--- src/rtl/fifo_rd_pkg.sv ---
// rtl/fifo_rd_pkg.sv - shared state encoding and width helper for the FIFO read unpacker
package fifo_rd_pkg;

    typedef enum logic {
        ST_EMPTY = 1'b0,
        ST_FULL  = 1'b1
    } rd_state_e;

    // Counter/index width that never collapses to zero bits for a range of one.
    function automatic int cnt_w(input int n);
        return (n <= 1) ? 1 : $clog2(n);
    endfunction

endpackage

--- src/rtl/fifo_rd_line_cnt.sv ---
// rtl/fifo_rd_line_cnt.sv - beat/line counters producing start/end-of-line and start-of-frame markers
module fifo_rd_line_cnt
    import fifo_rd_pkg::*;
#(
    parameter int LINE_BEATS  = 1920,
    parameter int FRAME_LINES = 1080
) (
    input  logic rd_clk,
    input  logic rd_rst,
    input  logic sync_clr_i,
    input  logic beat_i,
    output logic sol_o,
    output logic eol_o,
    output logic sof_o
);

    localparam int BW = cnt_w(LINE_BEATS);
    localparam int LW = cnt_w(FRAME_LINES);

    logic [BW-1:0] beat_q, beat_d;
    logic [LW-1:0] line_q, line_d;
    logic          last_beat, last_line;

    assign last_beat = (beat_q == BW'(LINE_BEATS - 1));
    assign last_line = (line_q == LW'(FRAME_LINES - 1));

    always_ff @(posedge rd_clk or posedge rd_rst) begin
        if (rd_rst) begin
            beat_q <= '0;
            line_q <= '0;
        end else begin
            beat_q <= beat_d;
            line_q <= line_d;
        end
    end

    always_comb begin
        beat_d = beat_q;
        line_d = line_q;
        if (sync_clr_i) begin
            beat_d = '0;
            line_d = '0;
        end else if (beat_i) begin
            if (last_beat) begin
                beat_d = '0;
                line_d = last_line ? '0 : line_q + LW'(1);
            end else begin
                beat_d = beat_q + BW'(1);
            end
        end
    end

    assign sol_o = (beat_q == '0);
    assign eol_o = last_beat;
    assign sof_o = (beat_q == '0) && (line_q == '0);

endmodule

--- src/rtl/fifo_rd_unpacker.sv ---
// rtl/fifo_rd_unpacker.sv - pops wide FIFO words and emits them as OUT_W slices, LSB first
// Optional line/frame markers under FIFO_RD_UNPACKER_MARKER_EN.
module fifo_rd_unpacker
    import fifo_rd_pkg::*;
#(
    parameter int IN_W        = 32,
    parameter int OUT_W       = 8,
    parameter int LINE_BEATS  = 1920,
    parameter int FRAME_LINES = 1080
) (
    input  logic             rd_clk,
    input  logic             rd_rst,
    input  logic             sync_clr,
    input  logic [IN_W-1:0]  fifo_data,
    input  logic             fifo_vld,
    output logic             fifo_rd_en,
    output logic [OUT_W-1:0] out_data,
    output logic             out_valid,
    input  logic             out_ready
`ifdef FIFO_RD_UNPACKER_MARKER_EN
    ,
    output logic             out_sol,
    output logic             out_eol,
    output logic             out_sof
`endif
);

    localparam int R     = IN_W / OUT_W;
    localparam int IDX_W = cnt_w(R);

    rd_state_e                state_q, state_d;
    logic [IN_W-1:0]          hold_q, hold_d;
    logic [IDX_W-1:0]         idx_q, idx_d;
    logic                     hold_vld, last_slice, pop, beat;
    logic [R-1:0][OUT_W-1:0]  slices;

    assign hold_vld   = (state_q == ST_FULL);
    assign last_slice = (idx_q == IDX_W'(R - 1));
    assign beat       = hold_vld & out_ready;
    assign pop        = fifo_vld & fifo_rd_en;
    assign slices     = hold_q;

    always_ff @(posedge rd_clk or posedge rd_rst) begin
        if (rd_rst) begin
            state_q <= ST_EMPTY;
        end else begin
            state_q <= state_d;
        end
    end

    always_ff @(posedge rd_clk or posedge rd_rst) begin
        if (rd_rst) begin
            hold_q <= '0;
            idx_q  <= '0;
        end else begin
            hold_q <= hold_d;
            idx_q  <= idx_d;
        end
    end

    // A pop always wins over the last-slice beat, which gives the bubble-free reload.
    always_comb begin
        state_d = state_q;
        hold_d  = hold_q;
        idx_d   = idx_q;
        if (sync_clr) begin
            state_d = ST_EMPTY;
            hold_d  = '0;
            idx_d   = '0;
        end else begin
            case (state_q)
                ST_EMPTY: begin
                    if (pop) begin
                        state_d = ST_FULL;
                        hold_d  = fifo_data;
                        idx_d   = '0;
                    end
                end
                ST_FULL: begin
                    if (pop) begin
                        hold_d = fifo_data;
                        idx_d  = '0;
                    end else if (beat) begin
                        if (last_slice) begin
                            state_d = ST_EMPTY;
                            idx_d   = '0;
                        end else begin
                            idx_d = idx_q + IDX_W'(1);
                        end
                    end
                end
                default: state_d = ST_EMPTY;
            endcase
        end
    end

    always_comb begin
        fifo_rd_en = fifo_vld & ~sync_clr & ~rd_rst &
                     (~hold_vld | (last_slice & out_ready));
        out_valid  = hold_vld;
        out_data   = slices[idx_q];
    end

`ifdef FIFO_RD_UNPACKER_MARKER_EN
    logic sol, eol, sof;

    fifo_rd_line_cnt #(
        .LINE_BEATS  (LINE_BEATS),
        .FRAME_LINES (FRAME_LINES)
    ) u_line_cnt (
        .rd_clk     (rd_clk),
        .rd_rst     (rd_rst),
        .sync_clr_i (sync_clr),
        .beat_i     (beat),
        .sol_o      (sol),
        .eol_o      (eol),
        .sof_o      (sof)
    );

    assign out_sol = hold_vld & sol;
    assign out_eol = hold_vld & eol;
    assign out_sof = hold_vld & sof;
`endif

endmodule

--- config.mk ---
export PLATFORM = sky130hd
export DESIGN_NAME = fifo_rd_unpacker
export DESIGN_NICKNAME = d
export VERILOG_FILES = /design/src/rtl/fifo_rd_pkg.sv /design/src/rtl/fifo_rd_line_cnt.sv /design/src/rtl/fifo_rd_unpacker.sv
export SDC_FILE = /design/constraint.sdc
export NUM_CORES = 1
export LEC_CHECK = 0
export ABC_AREA = 1
export CAP_MARGIN = 20
export CORE_ASPECT_RATIO = 0.5
export CORE_MARGIN = 4
export CORE_UTILIZATION = 47
export DETAILED_ROUTE_END_ITERATION = 8
export PLACE_DENSITY = 0.77
export SYNTH_ARGS = -nofsm -noshare
export SYNTH_HDL_FRONTEND = slang
export SYNTH_HIERARCHICAL = 1
export SYNTH_SLANG_ARGS = --single-unit
--- constraint.sdc ---
create_clock -name rd_clk -period 1.6 [get_ports rd_clk]
set_input_delay 0.16 -clock rd_clk [delete_from_list [all_inputs] [get_ports rd_clk]]
set_output_delay 0.16 -clock rd_clk [all_outputs]
set_load 0.02 [all_outputs]
==> results.md <==
- Crit path from: idx_q[1]
- Count of input and output buffers: 46
- Startpoint Class: flop
- Reg power frac: 0.486
- Syn Inst Count: about 210
- Global-route wire length before repair: 7.33 mm
- Util after Layout: 0.690
- Drt via density: 5.23
- Layout cells sized above 1: 0.164
- Tightest Hold Check Type: in -> async
- Register area share after synthesis: 0.512
- Fmax: 0.639 GHz
- CP cell instances: ha_2 > nand2_2 > nand2_4 > and3_4 > buf_6
- WL final: roughly 4.6 mm
- N_diodes: 0
- Setup Viol. Count Final: 0
- Initial DRC count: roughly 110
- Vias: 1675
- Final ANT Viol Nets: 0
- Worst path top cell family by delay: flip-flops
- Ys Warns: 6
- Pre-Repair DR Iteration Count: 4
- Internal: 1.45 mW
- Switching Fraction: 0.264
- Worst hold slack: between 300 and 400 ps
- CTS Buf Count: 5
- Fin. max-slew vios: 0
- Area Growth Syn to Fin: 39.9%
- Slew HR: 0.676
- Gate power share: 0.195
- CP Buf/Inv Count: 1
- Initial antenna violation count: 0
- Largest net degree at the start of global routing: 36
- Final Non-Filler Cells: 320
- Clk sinks: 35
- Depth of the most critical reg-to-reg path: 6
- Min cycle time layout: roughly 1600 ps
- Wire per inst: approximately 14 um
- Clock tree buffer depth: 2
- Fin crit share: 0.978
- Root Driver: clkbuf_8
- # nets final: around 310
- Final hold violations: 0
- CP max-delay cell: dfrtp_1
- Worst-path clk slew: 60 ps
- Reg-to-Reg Start: idx_q[1]
- CP Capture Type: output pin
- CTS tree: done
- Placed cell count: between 300 and 400
- Die footprint: 4730 sq um
- Routability Congestion: around 0.84
- Max_cap viols: 0
- Dpl cell area: about 2300 sq um
- Initial Util: 0.493
- Lkg Pwr: between 1 and 1.5 nW
- Synth Cell Area: between 1500 and 2000 sq um
- FF+latch count, synth: 35
- Worst-margin pin slew: roughly 490 ps
- DRC errors left: 0
- Die Span X: roughly 93 um
- Critical path required time: between 1000 and 1500 ps
- Layout filler cell count: around 290
- Synthesized area per cell: just over 8 sq um
- Synthesized net count: between 200 and 300
- Core area: 3470 sq um
- Die height: between 50 and 60 um
- Setup slack after layout: approximately 34 ps
- Number of global-route vias before repair: ~1500
- Clock latency on the worst-skew pair: 280 ps
- Sum of negative setup slack: 0 ps
- WS Path Type: reg -> out
- Pre-CTS WS: -189 ps
- Power per Cell Area: slightly above 800 nW/um^2
- Crit path max fanout: 4
- Peak VDD IR: roughly 0.00042 V
- H-tree Lvls: 2
- Overall Power: 1.97 mW
- Crit path DAT: ~1400 ps
- Clock power share: 0.320
- Standard-cell rows: 15
- Finished Cell Area: around 2400 sq um
- Num ports: 47
- Grt ovf: 0
- Yosys cell types: 19
- Global router's overall resource usage: 0.202
- Psw: 518 uW
- Worst path max stage delay: 430 ps
- Post-DP HPWL: between 3 and 4 mm
- Post-CTS Hold Buffers: 0
- Worst Clk Skew: 1.97 ps
- Instance count on the critical path: 5
- Status: finished, final reports clean
power by group through the flow:
stage          logic (mW)  registers, mW  clock network, mW
2_1_floorplan       0.188          0.961                  0
3_3_place_gp        0.367          0.967                  0
3_5_place_dp        0.375          0.968                  0
4_1_cts             0.378          0.953              0.648
5_1_grt             0.416          0.959              0.684
6_report            0.383          0.955              0.628
worst reg2reg max path, cell delays in order, from the launching register on:
cell,delay [ps]
dfrtp_1,430
ha_2,230
nand2_2,80
nand2_4,80
a21oi_4,440
nand2_1,100
nand2_1,70
flip-flops by register name, indices dropped and copies added (netlist names):
signal,count
idx_q,2
hold_q,32
out_valid,1
synth_stat cells:
cell | count | area, sq um
a21oi_1 | 2 | 10.0
a21oi_4 | 1 | 16.3
and3_1 | 1 | 6.26
buf_2 | 6 | 30.0
buf_4 | 3 | 22.5
buf_6 | 3 | 33.8
clkbuf_1 | 1 | 3.75
dfrtp_1 | 35 | 876
ha_1 | 1 | 12.5
inv_1 | 7 | 26.3
inv_2 | 1 | 3.75
nand2_1 | 70 | 263
nand2_2 | 1 | 6.26
nand3_1 | 35 | 175
nor2_1 | 17 | 63.8
nor2_4 | 2 | 22.5
nor3_1 | 1 | 5.00
o21ai_0 | 17 | 85.1
o22ai_1 | 8 | 50.1
layout by cell type, fill, tap and decap left out, types with 2 or more instances in the layout:
cell type and instances:
nand2_1 69, clkdlybuf4s50_1 37, nand3_1 35, dfrtp_1 34
nor2_1 17, o21ai_0 16, buf_4 12, o22ai_1 8
buf_2 7, clkbuf_8 6, inv_1 5, inv_2 3
buf_6 3, buf_12 3, nor2_4 2, a21oi_4 2
a21oi_1 2
logic make-up (layout without fill, tap and decap cells):
family	after synthesis	after routing	synth area share
AOI/OAI and AO/OA	28	29	0.0943
adders and majority gates	1	1	0.00731
buffers and inverters	21	77	0.0702
DFF	35	35	0.512
and+or+nand+nor	127	127	0.317
metal layers:
metal,track usage,wire (um),vias to the layer above
li1,-,-,811
met1,0.297,2130,818
met2,0.303,2110,42
met3,0.0449,269,4
met4,0.0511,37,0
met5,0,0,-
what timing repair did:
item,in CTS,in global routing
buffers inserted,2,1
gates resized for setup,39,11
pin swaps,1,3
gates cloned,1,0
setup endpoints to repair,42,20
cell type report:
cell class / instances / area [sq um] / area share
multi-input cells: 157 / 747 / 0.312
clock inverters: 1 / 5.00 / 0.00209
flip-flops and latches: 35 / 877 / 0.366
clock buffers: 6 / 82.6 / 0.0345
well taps: 51 / 63.8 / 0.0266
repair buffers: 62 / 589 / 0.246
inverters: 8 / 30.0 / 0.0125
path summary, 6_finish.rpt:
check / end / slack, ps
worst max-delay path: fifo_rd_en / 30
worst min-delay path: out_valid / 370
worst max register to register: idx_q[1] / 110
worst min register to register: hold_q[11] / 470
max in group asynchronous: idx_q[0] / 890
min in group rd_clk: hold_q[15] / 430
Power figures use the tool's default switching activity.
